File: src/rtl/rv32_run_control_pkg.sv
// rv32_run_control_pkg: shared types for the run/step controller.
// Controller states, halt causes and the EBREAK encoding.
package rv32_run_control_pkg;

  typedef enum logic [2:0] {
    ST_IDLE,
    ST_RESET_HOLD,
    ST_RUN,
    ST_PAUSE,
    ST_STEP,
    ST_HALTED
  } state_t;

  typedef enum logic [1:0] {
    HALT_NONE   = 2'd0,
    HALT_EBREAK = 2'd1,
    HALT_STALL  = 2'd2,
    HALT_LIMIT  = 2'd3
  } halt_cause_t;

  localparam logic [31:0] EBREAK_INSTRUCTION = 32'h0010_0073;

  function automatic logic is_ebreak(input logic [31:0] insn);
    return insn == EBREAK_INSTRUCTION;
  endfunction

endpackage

File: src/rtl/rv32_pc_stall_detector.sv
// rv32_pc_stall_detector: flags a pc that has not moved
// for STALL_LIMIT consecutive sampled cycles.
module rv32_pc_stall_detector #(
  parameter int PC_WIDTH    = 32,
  parameter int STALL_LIMIT = 8
) (
  input  logic                clock,
  input  logic                reset_n,
  input  logic                clear,
  input  logic                sample,
  input  logic [PC_WIDTH-1:0] pc,
  output logic                stall
);

  localparam int RW = $clog2(STALL_LIMIT + 1);
  localparam logic [RW-1:0] RUN_MAX  = RW'(STALL_LIMIT);
  localparam logic [RW-1:0] RUN_LAST = RW'(STALL_LIMIT - 1);

  logic [PC_WIDTH-1:0] last_pc;
  logic                have_last;
  logic [RW-1:0]       run_len;
  logic                same;

  // Run length includes the current cycle; pulse once when it hits the limit.
  always_comb begin
    same  = have_last && (pc == last_pc);
    stall = sample && same && (run_len == RUN_LAST);
  end

  // Track the previous sampled pc and how long it has been repeated.
  always_ff @(posedge clock) begin
    if (!reset_n || clear) begin
      last_pc   <= '0;
      have_last <= 1'b0;
      run_len   <= '0;
    end else if (sample) begin
      last_pc   <= pc;
      have_last <= 1'b1;
      if (!same)
        run_len <= RW'(1);
      else if (run_len != RUN_MAX)
        run_len <= run_len + RW'(1);
    end
  end

endmodule

File: src/rtl/rv32_run_control.sv
// rv32_run_control: reset sequencing, run/step gating, cycle
// counting and halt detection for the single-cycle RV32 core.
module rv32_run_control #(
  parameter int PC_WIDTH          = 32,
  parameter int COUNT_WIDTH       = 32,
  parameter int RESET_HOLD_CYCLES = 4,
  parameter int STALL_LIMIT       = 8
) (
  input  logic                   clock,
  input  logic                   reset_n,
  input  logic                   start,
  input  logic                   mode_step,
  input  logic                   step,
  input  logic [COUNT_WIDTH-1:0] cycle_limit,
  input  logic [PC_WIDTH-1:0]    pc,
  input  logic [31:0]            instruction,
  output logic                   core_reset_n,
  output logic                   enable,
  output logic [COUNT_WIDTH-1:0] cycle_count,
  output logic [COUNT_WIDTH-1:0] instret_count,
  output logic                   halted,
  output logic [1:0]             halt_cause,
  output logic                   done
);

  import rv32_run_control_pkg::*;

  localparam int HOLD = (RESET_HOLD_CYCLES < 1) ? 1 : RESET_HOLD_CYCLES;
  localparam int HW   = $clog2(HOLD + 1);
  localparam logic [HW-1:0] HOLD_LOAD = HW'(HOLD);

  state_t                 state;
  logic [HW-1:0]          hold_cnt;
  logic                   stall;
  logic                   clear_stall;
  logic [COUNT_WIDTH-1:0] cycle_inc;
  logic [COUNT_WIDTH-1:0] instret_inc;
  logic                   hit_ebreak;
  logic                   hit_limit;
  logic                   halt_now;
  halt_cause_t            cause_now;

  assign clear_stall = start &&
    (state == ST_IDLE || state == ST_HALTED);

  rv32_pc_stall_detector #(
    .PC_WIDTH    (PC_WIDTH),
    .STALL_LIMIT (STALL_LIMIT)
  ) u_stall (
    .clock   (clock),
    .reset_n (reset_n),
    .clear   (clear_stall),
    .sample  (enable),
    .pc      (pc),
    .stall   (stall)
  );

  // Saturating counter increments and prioritised halt detection.
  always_comb begin
    cycle_inc = (&cycle_count) ? cycle_count
              : cycle_count + COUNT_WIDTH'(1);
    instret_inc = (&instret_count) ? instret_count
                : instret_count + COUNT_WIDTH'(1);
    hit_ebreak = is_ebreak(instruction);
    hit_limit  = (cycle_limit != '0) &&
                 (cycle_inc == cycle_limit);
    halt_now   = enable && (hit_ebreak || stall || hit_limit);
    cause_now  = HALT_NONE;
    if (hit_ebreak)
      cause_now = HALT_EBREAK;
    else if (stall)
      cause_now = HALT_STALL;
    else if (hit_limit)
      cause_now = HALT_LIMIT;
  end

  // Controller FSM; every output is a register updated here.
  always_ff @(posedge clock) begin
    if (!reset_n) begin
      state         <= ST_IDLE;
      hold_cnt      <= '0;
      core_reset_n  <= 1'b0;
      enable        <= 1'b0;
      cycle_count   <= '0;
      instret_count <= '0;
      halted        <= 1'b0;
      halt_cause    <= HALT_NONE;
      done          <= 1'b0;
    end else begin
      done <= 1'b0;
      if (enable) begin
        cycle_count   <= cycle_inc;
        instret_count <= instret_inc;
      end
      case (state)
        ST_IDLE, ST_HALTED: begin
          if (start) begin
            state         <= ST_RESET_HOLD;
            hold_cnt      <= HOLD_LOAD;
            core_reset_n  <= 1'b0;
            enable        <= 1'b0;
            halted        <= 1'b0;
            halt_cause    <= HALT_NONE;
            cycle_count   <= '0;
            instret_count <= '0;
          end
        end
        ST_RESET_HOLD: begin
          if (hold_cnt != '0) begin
            hold_cnt <= hold_cnt - HW'(1);
            if (hold_cnt == HW'(1))
              core_reset_n <= 1'b1;
          end else if (mode_step) begin
            state <= ST_PAUSE;
          end else begin
            state  <= ST_RUN;
            enable <= 1'b1;
          end
        end
        ST_RUN, ST_STEP: begin
          if (halt_now) begin
            state      <= ST_HALTED;
            enable     <= 1'b0;
            halted     <= 1'b1;
            halt_cause <= cause_now;
            done       <= 1'b1;
          end else if (state == ST_STEP || mode_step) begin
            state  <= ST_PAUSE;
            enable <= 1'b0;
          end
        end
        ST_PAUSE: begin
          if (step) begin
            state  <= ST_STEP;
            enable <= 1'b1;
          end else if (!mode_step) begin
            state  <= ST_RUN;
            enable <= 1'b1;
          end
        end
        default: begin
          state  <= ST_IDLE;
          enable <= 1'b0;
        end
      endcase
    end
  end

endmodule

File: config.mk
export PLATFORM = sky130hd
export DESIGN_NAME = rv32_run_control
export DESIGN_NICKNAME = d
export VERILOG_FILES = /design/src/rtl/rv32_run_control_pkg.sv /design/src/rtl/rv32_pc_stall_detector.sv /design/src/rtl/rv32_run_control.sv
export SDC_FILE = /design/constraint.sdc
export NUM_CORES = 1
export LEC_CHECK = 0
export BUFFER_PORTS_ARGS = -buffer_cell sky130_fd_sc_hd__buf_2
export CELL_PAD_IN_SITES_DETAIL_PLACEMENT = 2
export CELL_PAD_IN_SITES_GLOBAL_PLACEMENT = 2
export CORE_UTILIZATION = 35
export CTS_BUF_LIST = sky130_fd_sc_hd__clkbuf_8
export DETAILED_ROUTE_END_ITERATION = 7
export MAX_ROUTING_LAYER = met4
export PLACE_DENSITY = 0.85
export SLEW_MARGIN = 40
export SYNTH_ARGS = -nofsm -noshare
export SYNTH_HDL_FRONTEND = slang
export SYNTH_SLANG_ARGS = --single-unit
File: constraint.sdc
create_clock -name clock -period 7.87 [get_ports clock]
set_input_delay 0.3935 -clock clock [delete_from_list [all_inputs] [get_ports clock]]
set_output_delay 0.3935 -clock clock [all_outputs]
set_load 0.03 [all_outputs]
-- Word-level counts from Yosys, hierarchy flattened
Index checks and enable logic that the tools add are counted.
- bits in registers: 113
- bits in latches: 0
- RAM bits: 0
- memory bits (read-only): 0
- word-level logic and storage cells: 103
- memories: 0
- $add $sub $neg: 4
- $mul: 0
- div/mod/pow operators: 0
- $lt $le $gt $ge: 0
- eq/ne operators: 19
- shifts and indexed selects: 0
- multiplexer cells: 40
- bitwise operators: 0
- reductions and logical operators: 28
- operators with widths (operator ; number):
    32-bit two-way mux ; 8
    32-bit by 1-bit adder with 32-bit output, second input constant ; 2
    32-bit == test ; 2
    32-bit AND reduction ; 2
    32-bit by 21-bit == test with 1-bit output, second input constant ; 1
    32-bit nonzero test ; 1
    3-bit two-way mux ; 8
    2-bit inequality test, second input constant ; 6
    3-bit case mux with 4 select lines ; 1
    1-bit two-way mux ; 11
    2-bit two-way mux ; 5
    3-bit AND reduction ; 3
    4-bit two-way mux ; 2
    4-bit AND reduction ; 2
    3-bit by 1-bit == test with 1-bit output, second input constant ; 2
    3-bit by 2-bit == test with 1-bit output, second input constant ; 2
    3-bit == test, second input constant ; 2
    1-bit logical AND ; 6
    3-bit inequality test, second input constant ; 2
    3-bit case mux with 2 select lines ; 1
    1-bit logical OR ; 5
    4-bit by 1-bit adder with 4-bit output, second input constant ; 1
    4-bit by 3-bit == test with 1-bit output, second input constant ; 1
    4-bit inequality test, second input constant ; 1
    10 further kinds ; 14

-- Logic depth before layout (Yosys ltp)
Gate-level depths: netlist (run 1).
- depth after elaboration: 9
- gate-level depth with buffers: 12
- gate-level depth less buffers: 10

-- Hierarchy
Synthesis (run 1) repeated with hierarchy kept, for this count alone.
- cells, all modules: 885
- area total of the unflattened synthesis: 7141.8 µm²
- by module, submodules not included (module ; instances ; cells each ; area each (µm²)):
    rv32_run_control ; 1 ; 691 ; 5307.6
    rv32_pc_stall_detector ; 1 ; 194 ; 1834.3

-- Worst setup path after synthesis (run 1)
Ideal clock, no wire load.
- kind: register to register
- start: register cycle_count[0]
- end: register state[0]
- library setup time: 60 ps
- data arrival time: 2767 ps
- path slack: 5043 ps
- stages on the path, launching flop included: 13
- period minus slack after synthesis: 2827 ps
- cells stage by stage: dfxtp_1 > ha_1 > and4_4 > and2_1 > buf_4 > and3_1 > buf_6 > mux2i_1 > nor2_1 > nor4_2 > nand2_2 > o311ai_2 > a32o_1
- longest elaborated chain between the ends: 8
- elaborated cells between the ends (all ways): 11
- classes of those cells: add/sub (1); eq/ne (2); mux (3); reduce/logical (5)
- RTL lines (item ; line ; RTL):
    from (decl) ; rv32_run_control.sv:19 ; output logic [COUNT_WIDTH-1:0] cycle_count,
    from (signal assigned) ; rv32_run_control.sv:92 ; cycle_count <= cycle_inc;
    32-bit by 1-bit adder with 32-bit output or 32-bit AND reduction (tied branches) ; rv32_run_control.sv:61, rv32_run_control.sv:60 ;
    32-bit two-way mux * ; rv32_run_control.sv:60 ; cycle_inc = (&cycle_count) ? cycle_count
    32-bit == test * ; rv32_run_control.sv:66 ; (cycle_inc == cycle_limit);
    1-bit logical AND * ; rv32_run_control.sv:65 ; hit_limit = (cycle_limit != '0) &&
    1-bit logical OR * ; rv32_run_control.sv:67 ; halt_now = enable && (hit_ebreak || stall || hit_limit);
    1-bit logical AND * ; rv32_run_control.sv:67 ;
    3-bit inequality test (no source line) or 3-bit two-way mux (tied branches) ; n/a ;
    4-bit AND reduction (no source line) or 3-bit case mux with 4 select lines (tied branches) ; n/a ;
    to (signal assigned) ; rv32_run_control.sv:80 ; state <= ST_IDLE;
    to (signal assigned) ; rv32_run_control.sv:98 ; state <= ST_RESET_HOLD;
    to (signal assigned) ; rv32_run_control.sv:114 ; state <= ST_PAUSE;
    to (decl) ; rv32_run_control.sv:32 ; state_t state;
Every way passes the cells marked *; elsewhere a longest branch is shown, timed or not.
A chain may end at the register's enable or synchronous reset.

-- Worst setup path in the final report (run 1)
Same ends and word-level chain as after synthesis.

==> results.cfg, run 1 <==
[job]
drv_cap = 0

[logic_synthesis]
syn_avg_cell_area_um2 = 8.24
yosys-top-cells-count = 129 x nor2_1, 113 x dfxtp_1, 74 x nand2_1
async_flop_share_pct = 0
syn-cell-area_um2 = 7160
ys_warn_count = 0
ys.flop_type = dfxtp_1
ys_top_cells_by_area = dfxtp_1 32%, xor2_1 7.5%, xnor2_1 7.2%
synth_edf_count = 0
syn_inst = 869
synth.top_cell.area_share_pct = 31.6
ys_ff_latch = 113
syn_nets = 977
yosysMostFrequentCell = nor2_1
synth_seq_area_share_pct = 31.6
synth_cell_types = 84
yosysTopAreaCell = dfxtp_1

[power]
pwr-share-clk_pct = 38.6
sw_frac_of_total_pct = 34.1
internal-power_uw = 1090
ir_drop_uv = 108
p_leak_uw = 0.00327
p_sw_uw = 567
seqPwrFrac_pct = 39.1
p_per_area_nw_per_um2 = 195
p_total_uw = 1660
combPwrFrac_pct = 22.3

[critical_path]
worstReg2RegEnd = state[0]
start_kind = flop
arrival_ps = 3740
r2r-start = cycle_count[0]
reg2reg_slack_ps = 4510
startpoint = cycle_count[0]
required_ps = 8250
r2r_cells = 9
crit_type = flop to flop
path_max_fanout = 8
cp-end-kind = flop

[layout]
fin_util_pct = 43.1
drive_gt1_share_pct = 23.7
antennaDiodeCount = 0
fillCellCount = 2310
finalNetCount = 1125
syn_to_final_growth_pct = 19.1
final_cell_count_no_fill = 1295

[worst_hold_path]
hold_depth = 3
hold_start = pc[24]
holdPathEnd = u_stall.last_pc[24]
hp-class = input port to flop

[placed_design]
numPortBuffers = 170
dpl.cell_count = 1263
finalWeightedCongestion = 0.940
hpwl_um = 19700

[run_status]
status = complete, no violations

[routing]
via_count = 7193
drt_iter0_markers = 274
wirelength_um = 26600
antenna_left = 0
vias_per_cell = 5.55
drcViolationCount = 0
routedWlPerCell_um = 20.5
first_pass_iters = 5

[floorplan]
die_h_um = 145
die_w_um = 145
die-area_um2 = 21000
num_rows = 51
coreArea_um2 = 19800
initial_core_util_pct = 36.2
io_pins = 171

[grt]
grt_pass1_vias = 7683
track_usage_pct = 26.0
grt_max_degree = 87
antenna_found_initial = 0
grt_pass1_wl_um = 42500
overflow = 0

[sta]
finalCritPeriodShare_pct = 42.7
hold_viol = 0
worst_pin_slew_ps = 834
clock_skew_ps = 20.7
fin_crit_ps = 3360
rsz0062_at_grt = no
setup_viol = 0
slew_headroom_pct = 44.0
whs_ps = 216
tns_ps = 0
fmax_mhz = 298
slew_viol_final = 0

[clock_network]
cts_setup_buffers = 0
cts-htree-levels = 4
numCtsBuffers = 17
clock_path_buffers = 2
clkTransAtPathRegs_ps = 90
clockRootBuffer = clkbuf_8
clk_latency_ps = 450
numClockSinks = 113
postCtsHoldBufs = 0
cts_resized = 0
cts_tree = yes
==> sequential cells by signal (all words and copies together), names as in the netlist, 2 cells and up <==
signal           cells
u_stall.last_pc     32
hold_cnt             3
state                3
cycle_count         32
halt_cause           2
u_stall.run_len      4
instret_count       32
==> power by group through the flow <==
stage | logic, uW | registers (uW) | clock network (uW)
after floorplan | 262 | 648 | 0
after global placement | 355 | 655 | 0
after detailed placement | 369 | 660 | 0
after CTS | 376 | 648 | 656
after global routing | 408 | 653 | 680
final | 370 | 648 | 641
==> layout make-up <==
cell class | count | area (um2) | area share [%]
multi-input combinational | 694 | 4550 | 53.4
sequential | 113 | 2260 | 26.5
timing repair buffer | 172 | 870 | 10.2
tap | 265 | 332 | 3.89
clock buffer | 17 | 234 | 2.74
clock inverter | 15 | 205 | 2.41
inverter | 19 | 71.3 | 0.836
==> kinds of logic (layout without fill, tap and decap cells) <==
group / Yosys count / after routing / synth area share, %
AND/OR/NAND/NOR: 400 / 400 / 29.8
AO/OA/AOI/OAI: 127 / 127 / 12.2
XOR/XNOR: 120 / 120 / 14.7
flip-flops: 113 / 113 / 31.6
buffers and inverters: 62 / 223 / 4.94
multiplexers: 40 / 40 / 5.61
adder cells (fa/ha/maj): 7 / 7 / 1.22
==> layer usage <==
layer  routed length, um  up-vias  global-route usage (%)  part of all wire, %
met4                 601        0                    7.42                  2.3
met1               11200     3567                    30.2                   42
met5                   0        -                       -                    0
li1                    -     3386                       -                    -
met2               13600      190                    45.7                   51
met3                1210       50                    4.75                  4.5
==> how the worst max path moves through the flow <==
stage | end | slack (ps) | cells past startpoint
detailed placement | state[0] | 4630 | 9
global route | state[0] | 4230 | 9
global placement | halt_cause[0] | 4800 | 10
CTS | state[0] | 4540 | 9
floorplan | state[0] | 5040 | 12
finish | state[0] | 4510 | 9
==> stage by stage <==
| step | area [um2] | setup WS, ps |
|---|---|---|
| after floorplan | 7160 | 5040 |
| after global placement | 8090 | 4800 |
| after detailed placement | 8090 | 4630 |
| after CTS | 8530 | 4540 |
| after global routing | 8530 | 4230 |
| final | 8530 | 4510 |
==> worst max-delay path: stages (launching register included) <==
cell and delay [ps]:
dfxtp_1 500, ha_1 290, and4_4 280, nand3_2 180, a2111oi_1 690, o2bb2ai_1 140
nor4_1 410, nand4_2 250, o311ai_2 330, a32o_1 220
==> layout by cell type (no fill, tap or decap), drive strengths merged, types with 3 or more instances in the layout <==
master / synthesis / final
a2111oi: 3 / 3
a211o: 3 / 3
a211oi: 3 / 3
a21boi: 7 / 7
a21oi: 33 / 33
a22o: 3 / 3
a31oi: 6 / 6
a32o: 3 / 3
and2: 6 / 6
and3: 21 / 21
and4: 14 / 14
buf: 20 / 172
bufinv: 0 / 4
clkbuf: 23 / 17
dfxtp: 113 / 113
ha: 7 / 7
inv: 19 / 26
mux2i: 39 / 39
nand2: 75 / 75
nand2b: 5 / 5
nand3: 32 / 32
nand4: 29 / 29
nand4b: 3 / 3
nor2: 130 / 130
nor2b: 4 / 4
nor3: 19 / 19
nor4: 23 / 23
o2111ai: 3 / 3
o21ai: 30 / 30
o22ai: 5 / 5
o31a: 3 / 3
o31ai: 3 / 3
or2: 3 / 3
or3: 16 / 16
or4: 7 / 7
or4b: 4 / 4
xnor2: 59 / 59
xor2: 61 / 61
(Power assumes the default switching activity.)
==> run 2, diff against run 1 <==
Settings changed: ABC_AREA set to 1, CORE_UTILIZATION 35 to 26, PLACE_DENSITY 0.85 to 0.75.
Clock period 7.87 ns to 2.75 ns, I/O delays scaled along.
==> results.cfg, run 2 <==
[layout]
finalNetCount = 1681
final_common_cell = nand2_1
fillCellCount = 3485
layout_common_cells = 309 x nand2_1, 189 x inv_1, 170 x buf_2
syn_to_final_growth_pct = 46.9
fin_util_pct = 38.9
multi_input_area_um2 = 5010
seqCellArea_um2 = 2310
drive_gt1_share_pct = 31.1
reg_top3 = cycle_count: 32 flops, instret_count: 32 flops, u_stall.last_pc: 32 flops

[run_status]
violations = negative setup slack
status = finished, violations left

[grt]
antenna_found_initial = 1
grt_pass1_vias = 10500
overflow = 0
track_usage_pct = 25.7
grt_max_degree = 73
grt_pass1_wl_um = 57900

[sta]
fin_crit_ps = 3030
setup_viol = 8
slew_headroom_pct = 42.8
fmax_mhz = 330
rsz0062_at_grt = yes
clock_skew_ps = 23.8
finalCritPeriodShare_pct = 110
slew_viol_final = 0
hold_viol = 0
tns_ps = -1590
worst_pin_slew_ps = 858
worst_slack_ps = -281

[critical_path]
worstReg2RegEnd = halt_cause[0]
r2r-start = cycle_count[1]
cp_cell_sequence = ha_4 > nand2_4 > nor2_4 > nand2_4 > nor2_8 > nand2_4 > clkbuf_16 > nand3_1 > nand2_1 > nand3b_1 > nor2_2 > nand3_2 > o21bai_1 > nand2_1 > nor2_2 > nand2_1 > a21oi_1
cp-end-kind = flop
required_ps = 3150
crit_type = flop to flop
start_kind = flop
arrival_ps = 3430
max_stage_delay_ps = 400
r2r_cells = 17
reg2reg_slack_ps = -280
path_max_fanout = 4
critPathSlowestCell = dfxtp_4

[routing]
antenna_left = 0
routedWlPerCell_um = 20.3
first_pass_iters = 4
vias_per_cell = 5.02
drcViolationCount = 0
wirelength_um = 40100
drt_iter0_markers = 481
via_count = 9892

[clock_network]
clock_path_buffers = 2
clk_latency_ps = 490
clockRootBuffer = clkbuf_8
numClockSinks = 113
clkTransAtPathRegs_ps = 90
cts_tree = yes
cts-htree-levels = 4
numCtsBuffers = 17

[logic_synthesis]
synth_seq_area_share_pct = 29.8
ys.flop_type = dfxtp_1
syn_avg_cell_area_um2 = 6.02
synth_edf_count = 0
yosysMostFrequentCell = nand2_1
syn_nets = 1369
syn-cell-area_um2 = 7590
yosys-top-cells-count = 353 x nand2_1, 192 x inv_1, 166 x nor2_1
ys_warn_count = 0
async_flop_share_pct = 0
syn_inst = 1261
ys_top_cells_by_area = dfxtp_1 30%, nand2_1 17%, inv_1 9.5%
yosysTopAreaCell = dfxtp_1
ys_ff_latch = 113
synth_cell_types = 45
synth.top_cell.area_share_pct = 29.8

[worst_hold_path]
holdPathEnd = state[0]
hp-class = input port to flop
hold_start = mode_step
hold_depth = 5

[power]
p_leak_uw = 0.00543
p_per_area_nw_per_um2 = 653
ir_drop_uv = 348

[placed_design]
finalWeightedCongestion = 0.949
hpwl_um = 27800
numPortBuffers = 170

[floorplan]
die_h_um = 173
die_w_um = 173
die-area_um2 = 29900
io_pins = 171
coreArea_um2 = 28700
num_rows = 62
initial_core_util_pct = 26.5

[job]
drv_cap = 0
-- run 2: how the worst max path moves through the flow --
stage	cells past startpoint	slack (ps)	endpoint	from
6_report	17	-280	halt_cause[0]	cycle_count[1]
5_1_grt	17	-370	halt_cause[0]	cycle_count[1]
3_3_place_gp	19	-100	state[1]	cycle_count[2]
4_1_cts	22	1	state[2]	cycle_count[0]
2_1_floorplan	20	40	state[1]	cycle_count[0]
3_5_place_dp	21	-200	state[2]	cycle_count[12]
-- run 2: area by class of cell --
type / count / area share (%)
Multi-Input combinational cell: 925 / 44.9
Sequential cell: 113 / 20.7
Timing Repair Buffer: 322 / 19.6
Inverter: 194 / 6.53
Tap cell: 384 / 4.31
Clock buffer: 17 / 2.10
Clock inverter: 15 / 1.88
Antenna cell: 1 / 0.0224
-- run 2: cells by family (layout without fill, tap and decap cells) --
group                      count (synthesis)  after routing  synth area share [%]
xor gates and xnor gates                  31             31                  3.67
other                                      0              1                     0
DFF                                      113            113                  29.8
buffers and inverters                    224            548                  11.3
adders and majority gates                  7              7                  1.15
AOI/OAI and AO/OA                        167            167                  12.3
and+or+nand+nor                          719            720                  41.8
-- run 2: layer usage --
layer,track usage (%),wire length [um],vias up
li1,-,-,4669
met1,29.3,16700,4857
met2,44.8,19900,273
met3,4.16,1720,93
met4,10.4,1780,0
met5,-,0,-
-- run 2: worst max-delay path, delay by kind of cell (launching register included) --
family / cells / cell delay, ps
buffers and inverters: 1 / 180
adder cells (fa/ha/maj): 1 / 160
AO/OA/AOI/OAI: 2 / 260
AND/OR/NAND/NOR: 13 / 1940
flip-flops: 1 / 400
-- run 2: through the flow --
stage                     hold slack [ps]  std cells  instance area [um2]  total power (uW)  worst slack [ps]
after floorplan                       258       1261                 7590              3860              42.1
after global placement                403       1879                 9530              4890              -105
after detailed placement              418       1879                 9530              5010              -203
after CTS                            98.2       1949                10500              7040              1.16
after global routing                  166       1971                11200              7730              -369
final                                 110       1971                11200              7290              -281
-- run 2: timing repair --
item | 4_1_cts | 5_1_grt
gates cloned | 1 | 2
resized for setup | 50 | 128
setup buffers | 4 | 19
setup endpoints to repair | 9 | 15
endpoints found under the hold margin | 36 | 0
pin swaps | 8 | 44
hold buffers | 33 | 0
-- run 2: where the power goes --
| group | internal (uW) | switching (uW) | total (uW) |
|---|---|---|---|
| clock network | 946 | 947 | 1890 |
| logic | 1060 | 2260 | 3310 |
| registers | 1890 | 191 | 2080 |
| total | 3890 | 3400 | 7290 |
